[config.mk]
export PLATFORM = sky130hd
export DESIGN_NAME = board_io_ctrl_flat
export DESIGN_NICKNAME = d
export VERILOG_FILES = /design/src/rtl/board_io_ctrl_if.sv /design/src/rtl/board_io_ctrl.sv /design/src/flat_wrapper.sv
export SDC_FILE = /design/constraint.sdc
export NUM_CORES = 1
export LEC_CHECK = 0
export BUFFER_PORTS_ARGS = -buffer_cell sky130_fd_sc_hd__buf_2
export CAP_MARGIN = 0
export CORE_ASPECT_RATIO = 0.5
export CORE_MARGIN = 4
export CORE_UTILIZATION = 57
export DETAILED_ROUTE_END_ITERATION = 16
export GPL_TIMING_DRIVEN = 1
export PLACE_DENSITY = 0.79
export SLEW_MARGIN = 25
export SYNTH_ARGS = -nofsm -noshare
export SYNTH_HDL_FRONTEND = slang
export SYNTH_SLANG_ARGS = --single-unit
[constraint.sdc]
create_clock -name clk -period 2.3 [get_ports clk]
set_input_delay 0.345 -clock clk [delete_from_list [all_inputs] [get_ports clk]]
set_output_delay 0.345 -clock clk [all_outputs]
set_load 0.005 [all_outputs]
[src/rtl/board_io_ctrl_if.sv]
// Board I/O bundle between the pin-facing conditioning stage and the core side.
// The master drives the raw buttons, flags and classifier result; the slave
// (board_io_ctrl) returns the conditioned reset, pins, LEDs and held result.
interface board_io_if #(
  parameter int NUM_RST   = 2,
  parameter int NUM_FLAGS = 3,
  parameter int RESULT_W  = 4
);
  logic [NUM_RST-1:0]   ext_rst_n;
  logic                 sys_rst_n;
  logic [NUM_FLAGS-1:0] flag_in;
  logic [NUM_FLAGS-1:0] flag_pin;
  logic [NUM_FLAGS-1:0] flag_led;
  logic [RESULT_W-1:0]  result_in;
  logic                 result_valid_in;
  logic                 result_clear_in;
  logic [RESULT_W-1:0]  result_out;
  logic                 result_ready_pin;

  modport master (
    output ext_rst_n, flag_in, result_in, result_valid_in, result_clear_in,
    input  sys_rst_n, flag_pin, flag_led, result_out, result_ready_pin
  );

  modport slave (
    input  ext_rst_n, flag_in, result_in, result_valid_in, result_clear_in,
    output sys_rst_n, flag_pin, flag_led, result_out, result_ready_pin
  );
endinterface

[src/rtl/board_io_ctrl.sv]
// Board-level I/O conditioning: debounced system reset from raw buttons,
// registered status pins with pulse-stretched LEDs, and a sticky result latch.
module board_io_ctrl #(
  parameter int NUM_RST      = 2,
  parameter int RST_MODE_AND = 0,
  parameter int DEBOUNCE_CYC = 16,
  parameter int NUM_FLAGS    = 3,
  parameter int STRETCH_CYC  = 50000,
  parameter int LED_INV      = 0,
  parameter int RESULT_W     = 4
) (
  input logic       clk,
  input logic       rst_n,
  board_io_if.slave bus
);

  localparam int DCW = (DEBOUNCE_CYC > 1) ? $clog2(DEBOUNCE_CYC) : 1;
  localparam int SCW = (STRETCH_CYC > 0) ? $clog2(STRETCH_CYC + 1) : 1;
  localparam logic [DCW-1:0] DEB_LAST = DCW'(DEBOUNCE_CYC - 1);
  localparam logic [SCW-1:0] ST_LOAD  = SCW'(STRETCH_CYC);
  localparam logic           INV      = (LED_INV != 0);

  logic [NUM_RST-1:0]   sync1_q, sync2_q;
  logic                 filt_q, filt_d;
  logic [DCW-1:0]       dcnt_q, dcnt_d;
  logic                 sys_rst_q;
  logic                 cmb;
  logic [NUM_FLAGS-1:0] flag_pin_q;
  logic [SCW-1:0]       scnt_q [NUM_FLAGS];
  logic [NUM_FLAGS-1:0] led_on;
  logic [RESULT_W-1:0]  result_q;
  logic                 ready_q;

  // Combine synchronised buttons and compute the debounce next state.
  always_comb begin
    cmb    = (RST_MODE_AND != 0) ? (&sync2_q) : (|sync2_q);
    filt_d = filt_q;
    dcnt_d = '0;
    if (cmb != filt_q) begin
      if (dcnt_q == DEB_LAST) begin
        filt_d = cmb;
      end else begin
        dcnt_d = dcnt_q + DCW'(1);
      end
    end
  end

  // Reset path: 2-flop synchronisers, debounce filter and registered reset out.
  always_ff @(posedge clk or negedge rst_n) begin
    if (!rst_n) begin
      sync1_q   <= '0;
      sync2_q   <= '0;
      filt_q    <= 1'b0;
      dcnt_q    <= '0;
      sys_rst_q <= 1'b0;
    end else begin
      sync1_q   <= bus.ext_rst_n;
      sync2_q   <= sync1_q;
      filt_q    <= filt_d;
      dcnt_q    <= dcnt_d;
      sys_rst_q <= filt_q;
    end
  end

  // Flag pins and stretch counters; held clear while the core is in reset.
  always_ff @(posedge clk or negedge rst_n) begin
    if (!rst_n) begin
      flag_pin_q <= '0;
      for (int i = 0; i < NUM_FLAGS; i++) scnt_q[i] <= '0;
    end else if (!sys_rst_q) begin
      flag_pin_q <= '0;
      for (int i = 0; i < NUM_FLAGS; i++) scnt_q[i] <= '0;
    end else begin
      flag_pin_q <= bus.flag_in;
      for (int i = 0; i < NUM_FLAGS; i++) begin
        if (STRETCH_CYC == 0) begin
          scnt_q[i] <= '0;
        end else if (bus.flag_in[i]) begin
          scnt_q[i] <= ST_LOAD;
        end else if (scnt_q[i] != '0) begin
          scnt_q[i] <= scnt_q[i] - SCW'(1);
        end
      end
    end
  end

  // LED drive: stretched activity, or a plain pin mirror when stretching is off.
  always_comb begin
    led_on = '0;
    for (int i = 0; i < NUM_FLAGS; i++) begin
      led_on[i] = ((STRETCH_CYC == 0) ? flag_pin_q[i] : (scnt_q[i] != '0)) ^ INV;
    end
  end

  // Sticky result latch; a valid strobe beats a simultaneous clear.
  always_ff @(posedge clk or negedge rst_n) begin
    if (!rst_n) begin
      result_q <= '0;
      ready_q  <= 1'b0;
    end else if (!sys_rst_q) begin
      result_q <= '0;
      ready_q  <= 1'b0;
    end else if (bus.result_valid_in) begin
      result_q <= bus.result_in;
      ready_q  <= 1'b1;
    end else if (bus.result_clear_in) begin
      ready_q  <= 1'b0;
    end
  end

  assign bus.sys_rst_n        = sys_rst_q;
  assign bus.flag_pin         = flag_pin_q;
  assign bus.flag_led         = led_on;
  assign bus.result_out       = result_q;
  assign bus.result_ready_pin = ready_q;

endmodule

[src/flat_wrapper.sv]
// flat-port wrapper written by rule: the top's interface ports become plain ports
module board_io_ctrl_flat 
#(
  parameter int NUM_RST      = 2,
  parameter int RST_MODE_AND = 0,
  parameter int DEBOUNCE_CYC = 16,
  parameter int NUM_FLAGS    = 3,
  parameter int STRETCH_CYC  = 50000,
  parameter int LED_INV      = 0,
  parameter int RESULT_W     = 4
)
  (clk, rst_n, bus_ext_rst_n, bus_flag_in, bus_result_in, bus_result_valid_in, bus_result_clear_in, bus_sys_rst_n, bus_flag_pin, bus_flag_led, bus_result_out, bus_result_ready_pin);
  board_io_if #(.NUM_RST(NUM_RST), .NUM_FLAGS(NUM_FLAGS), .RESULT_W(RESULT_W)) bus_i ();
  input logic clk;
  input logic rst_n;
  input wire logic [$bits(bus_i.ext_rst_n)-1:0] bus_ext_rst_n;
  input wire logic [$bits(bus_i.flag_in)-1:0] bus_flag_in;
  input wire logic [$bits(bus_i.result_in)-1:0] bus_result_in;
  input wire logic [$bits(bus_i.result_valid_in)-1:0] bus_result_valid_in;
  input wire logic [$bits(bus_i.result_clear_in)-1:0] bus_result_clear_in;
  output wire logic [$bits(bus_i.sys_rst_n)-1:0] bus_sys_rst_n;
  output wire logic [$bits(bus_i.flag_pin)-1:0] bus_flag_pin;
  output wire logic [$bits(bus_i.flag_led)-1:0] bus_flag_led;
  output wire logic [$bits(bus_i.result_out)-1:0] bus_result_out;
  output wire logic [$bits(bus_i.result_ready_pin)-1:0] bus_result_ready_pin;
  assign bus_i.ext_rst_n = bus_ext_rst_n;
  assign bus_i.flag_in = bus_flag_in;
  assign bus_i.result_in = bus_result_in;
  assign bus_i.result_valid_in = bus_result_valid_in;
  assign bus_i.result_clear_in = bus_result_clear_in;
  assign bus_sys_rst_n = bus_i.sys_rst_n;
  assign bus_flag_pin = bus_i.flag_pin;
  assign bus_flag_led = bus_i.flag_led;
  assign bus_result_out = bus_i.result_out;
  assign bus_result_ready_pin = bus_i.result_ready_pin;
  board_io_ctrl #(.NUM_RST(NUM_RST), .RST_MODE_AND(RST_MODE_AND), .DEBOUNCE_CYC(DEBOUNCE_CYC), .NUM_FLAGS(NUM_FLAGS), .STRETCH_CYC(STRETCH_CYC), .LED_INV(LED_INV), .RESULT_W(RESULT_W)) u_core (.clk(clk), .rst_n(rst_n), .bus(bus_i));
endmodule
* Yosys cells after proc, flatten, opt, wreduce, memory -nomap -nowiden
Cells that the tools add are included.
** Storage, ports and cells
- Output and inout port bits :: 12
- Memories :: 0
- Latch bits :: 0
- Word-level logic and storage cells :: 42
- ROM bits :: 0
- RAM bits :: 0
- Register bits :: 66
- Input port bits :: 13
** Operators by class
- Multiplexer cells :: 15
- $lt $le $gt $ge :: 0
- Reduce and logical (&&, ||, !) cells :: 5
- Shift operators :: 0
- Equal/unequal tests :: 7
- Bitwise logic cells :: 0
- Add/subtract/negate cells :: 4
- Div/mod/pow operators :: 0
- Multipliers :: 0
** Operator list (count)
- $mux 16 :: 6
- $mux 48 :: 1
- $reduce_bool 16->1 :: 3
- $sub 16x1->16 const B :: 3
- $mux 4 :: 4
- $ne 3x3->1 const B :: 4
- $add 4x1->4 const B :: 1
- $eq 4x4->1 const B :: 1
- $mux 1 :: 3
- $mux 3 :: 1
- $ne 2x2->1 const B :: 1
- $reduce_and 2->1 :: 1
- $reduce_or 2->1 :: 1
- $ne 1x1->1 :: 1

* Logic depth before layout (Yosys ltp)
- Word-level depth :: 4
- Mapped depth :: 9
- Depth with buffers taken out :: 7

* Least setup slack after synthesis
Ideal clock, no wire load.
- Path kind :: register -> output
- Start point :: register u_core.scnt_q[16] in the netlist's numbering
- End point :: output port bus_flag_led[1]
- Buffers on the path :: 2
- Data required time :: 1.955 ns
- Slack :: 0.314 ns
- Cell stages (with the launch flop) :: 8
- Data arrival time :: 1.641 ns
- Cell sequence :: dfrtp_1 > inv_1 > ha_1 > nor4b_1 > and4_1 > buf_2 > inv_1 > buf_6
** Between the ends
- Cells in the longest elaborated chain, start to end :: 1
** RTL lines
- start: declaration :: line board_io_ctrl.sv:29 : logic [SCW-1:0] scnt_q [NUM_FLAGS];
- start signal: indexed assignment :: line board_io_ctrl.sv:81 : scnt_q[i] <= scnt_q[i] - SCW'(1);
- $reduce_bool 16->1 :: line board_io_ctrl.sv:91 : led_on[i] = ((STRETCH_CYC == 0) ? flag_pin_q[i] : (scnt_q[i] != '0)) ^ INV;
- end: declaration :: line flat_wrapper.sv:23 : output wire logic [$bits(bus_i.flag_led)-1:0] bus_flag_led;
Every way passes these cells.

* Worst setup path after layout
- Start point :: register u_core.scnt_q[41] in the netlist's numbering
- End point :: output port bus_flag_led[0]
The elaborated chain is that of the path after synthesis.

==> results.cfg <==
[routing]
totalWireLength_mm = 7.95
drc = 0
drt_iter0_markers = 197
firstDrtPassIters = 6
vias = 2894
viasPerCell = 6.14
drtAntennaViolNets = 0
drt-wirelength-per-cell_um = 16.9

[layout]
n_fill_cell = 411
design_area_um2 = 4110
area_growth_pct = 19.0
drive_gt1_frac = 0.219
diodes = 0
nets = 410

[synth]
synth_edf_count = 0
synthArstFlopShare = 1.00
synth_seq_cells = 66
synth_ff_type = dfrtp_1
syn_area_per_cell_um2 = 9.86
yosysSeqAreaShare = 0.478
synth_cell_types = 60
synthCells = 350
ys_warn_count = 0
synth_fp_nets = 367
syn_area_um2 = 3450

[timing]
min_period_ns = 2.16
setup_viol = 0
fin_ws_ns = 0.145
maxSlewHeadroom = 0.628
skew_ns = 0.00804
setup_tns_ns = 0
rsz0062_at_grt = false
finalCritPeriodShare = 0.937
max_slew.worst_pin.slew_ns = 0.558
fin_hold_ws_ns = 0.124
fmax_mhz = 464
drv_slew = 0
hold_viol_final = 0

[clock_tree]
insertion_delay_ns = 0.33
path_clk_slew_ns = 0.05
cts_num_sinks = 66
cts_tree = done
cts_buffers = 9
cts-root-buf = clkbuf_16
h-tree-depth = 3
clockBufferDepth = 2

[global_route]
grt_use_total = 0.237
top_usage_layer = met2
use_met3 = 0.0723
grt_pass1_wl_mm = 14.2
antenna_found_initial = 0
grt_pass1_vias = 3014
grt_util_met1 = 0.275
globalRoute.totalOverflow = 0
grt_start_max_net_pins = 30
grtUsageMet2 = 0.412

[power]
total_power_uw = 5590
max-vdd-ir-drop_mv = 0.749
power_density_nw_per_um2 = 1360
p_leak_uw = 0.00202

[worst_setup_path]
critical_path.slowest_cell = or4_4
start_kind = flop
crit_required_ns = 1.96
cp_cell_sequence = or4_4, nor4b_4, nand2_1, buf_2
crit_path_max_incr_delay_ns = 0.57
path_class = reg -> out
critPathTopFamily = simple AND/OR/NAND/NOR gates
critPathMaxFanout = 4
end_kind = primary output
crit_buf_inv = 1
cp.arrival_ns = 1.81

[floorplanning]
fp.dieW_um = 118
coreArea_um2 = 5660
row_count = 19
die_area_um2 = 7440
ios = 25
die_h_um = 63.0
start_util = 0.610

[place]
dp_hpwl_mm = 5.56
dp_slack_ns = 0.175
portBuffers = 24
gp_congestion = 0.883
placed_cell_area_um2 = 3730

[status]
status = finished, final reports clean

[job]
drv_cap = 0

[min_path]
hold_path_class = in -> reg
[registers in the layout, summed over array words and instances (netlist names)]
| signal | count |
|---|---|
| u_core.bus.result_ready_pin | 1 |
| u_core.scnt_q | 48 |
| u_core.filt_q | 1 |
| u_core.bus.flag_pin | 3 |
| u_core.bus.result_out | 4 |
| u_core.dcnt_q | 4 |
| u_core.bus.sys_rst_n | 1 |
| u_core.sync2_q | 2 |
| u_core.sync1_q | 2 |
[stage by stage]
stage | std cells | utilization
2_1_floorplan | 350 | -
4_1_cts | 471 | 0.723
3_3_place_gp | 453 | 0.660
5_1_grt | 471 | 0.726
6_report | 471 | 0.726
3_5_place_dp | 453 | 0.660
[kinds of logic (layout without fill, tap and decap cells)]
| logic type | count (synthesis) | after routing | synth area share |
|---|---|---|---|
| AOI/OAI and AO/OA | 81 | 81 | 0.154 |
| xor gates and xnor gates | 11 | 11 | 0.0279 |
| adders and majority gates | 4 | 4 | 0.0145 |
| buffers and inverters | 25 | 73 | 0.0301 |
| DFF | 66 | 66 | 0.478 |
| muxes | 14 | 14 | 0.0406 |
| and+or+nand+nor | 149 | 149 | 0.255 |
[cell type report]
cell class | instances | area, um2 | area share
well taps | 73 | 91.3 | 0.0222
multi-input cells | 259 | 1720 | 0.419
repair buffers | 41 | 250 | 0.0609
clock inverters | 6 | 90.1 | 0.0219
clock buffers | 10 | 239 | 0.0582
inverters | 16 | 63.8 | 0.0155
flip-flops and latches | 66 | 1650 | 0.402
[layout by cell type, fill, tap and decap left out, types with 4 or more instances in the layout]
cell       synthesis  layout
dfrtp_1           66      65
nor2_1            33      33
nand2_1           31      31
buf_2              2      24
a21oi_1           23      23
o21ai_0           18      18
buf_4              0      16
inv_1             16      15
mux2i_1           14      14
nor3_1            12      12
or3_1              9       9
clkbuf_16          0       9
xnor2_1            8       8
nand3_1            6       6
or2_2              6       6
nand2b_1           5       5
nor2b_1            5       5
nor4_1             5       5
a211oi_1           5       5
nand4b_1           4       4
or4_1              5       4
a31o_2             4       4
o31a_1             4       4
a31oi_1            4       4
[power by group]
part	internal, uW	total, uW	switching, uW
clock network	979	1480	498
logic	1190	2630	1440
registers	1310	1490	175
total	3480	5590	2110
[per-layer routing]
| metal | vias to the layer above | wire length [um] |
|---|---|---|
| met4 | 0 | 119 |
| met3 | 12 | 336 |
| met5 | - | 0 |
| met1 | 1430 | 3440 |
| li1 | 1369 | - |
| met2 | 83 | 4050 |
[worst reg2reg max path, cell delays in order (launching register included)]
cell and delay [ns]:
dfrtp_1 0.39, inv_1 0.11, ha_2 0.23, or4b_4 0.50, or3_1 0.38, or3_1 0.31, a21oi_1 0.14
[path summary, 6_finish.rpt]
check | startpoint | end | slack (ns) | depth (start not counted)
max in group asynchronous | rst_n | u_core.scnt_q[39] | 1.11 | 3
min in group asynchronous | rst_n | u_core.scnt_q[21] | 0.46 | 2
worst min register to register | u_core.sync1_q[1] | u_core.sync2_q[1] | 0.36 | 0
worst max-delay path | u_core.scnt_q[41] | bus_flag_led[0] | 0.14 | 4
worst min-delay path | bus_ext_rst_n[1] | u_core.sync1_q[1] | 0.12 | 1
worst max register to register | u_core.scnt_q[16] | u_core.scnt_q[26] | 0.17 | 6
[synthesized netlist by cell type, types with 2 or more instances]
| cell type | instances | area (um2) |
|---|---|---|
| a211oi_1 | 5 | 37.5 |
| a21boi_0 | 2 | 15.0 |
| a21oi_1 | 23 | 115 |
| a22oi_1 | 2 | 15.0 |
| a31o_2 | 4 | 35.0 |
| a31oi_1 | 4 | 25.0 |
| a41o_1 | 3 | 30.0 |
| and2_1 | 3 | 18.8 |
| and3_1 | 3 | 18.8 |
| buf_2 | 2 | 10.0 |
| clkbuf_1 | 5 | 18.8 |
| dfrtp_1 | 66 | 1650 |
| ha_1 | 4 | 50.1 |
| inv_1 | 16 | 60.1 |
| mux2i_1 | 14 | 140 |
| nand2_1 | 31 | 116 |
| nand2b_1 | 5 | 31.3 |
| nand3_1 | 6 | 30.0 |
| nand4_1 | 2 | 12.5 |
| nand4b_1 | 4 | 35.0 |
| nor2_1 | 33 | 124 |
| nor2b_1 | 5 | 31.3 |
| nor3_1 | 12 | 60.1 |
| nor3b_1 | 2 | 15.0 |
| nor4_1 | 5 | 31.3 |
| nor4_4 | 3 | 63.8 |
| o21a_1 | 3 | 22.5 |
| o21ai_0 | 18 | 90.1 |
| o22ai_1 | 2 | 12.5 |
| o31a_1 | 4 | 35.0 |
| o31ai_1 | 2 | 15.0 |
| or2_2 | 6 | 37.5 |
| or3_1 | 9 | 56.3 |
| or3_2 | 2 | 15.0 |
| or4_1 | 5 | 37.5 |
| or4_4 | 2 | 22.5 |
| xnor2_1 | 8 | 70.1 |
| xor2_1 | 3 | 26.3 |
[timing repair]
action,4_1_cts,5_1_grt
hold buffers,1,0
setup buffers,1,0
resized for setup,2,5
endpoints found under the setup margin,1,3
endpoints found under the hold margin,13,0
pin swaps,0,1
No activity file was read; power rests on OpenSTA's default activity.
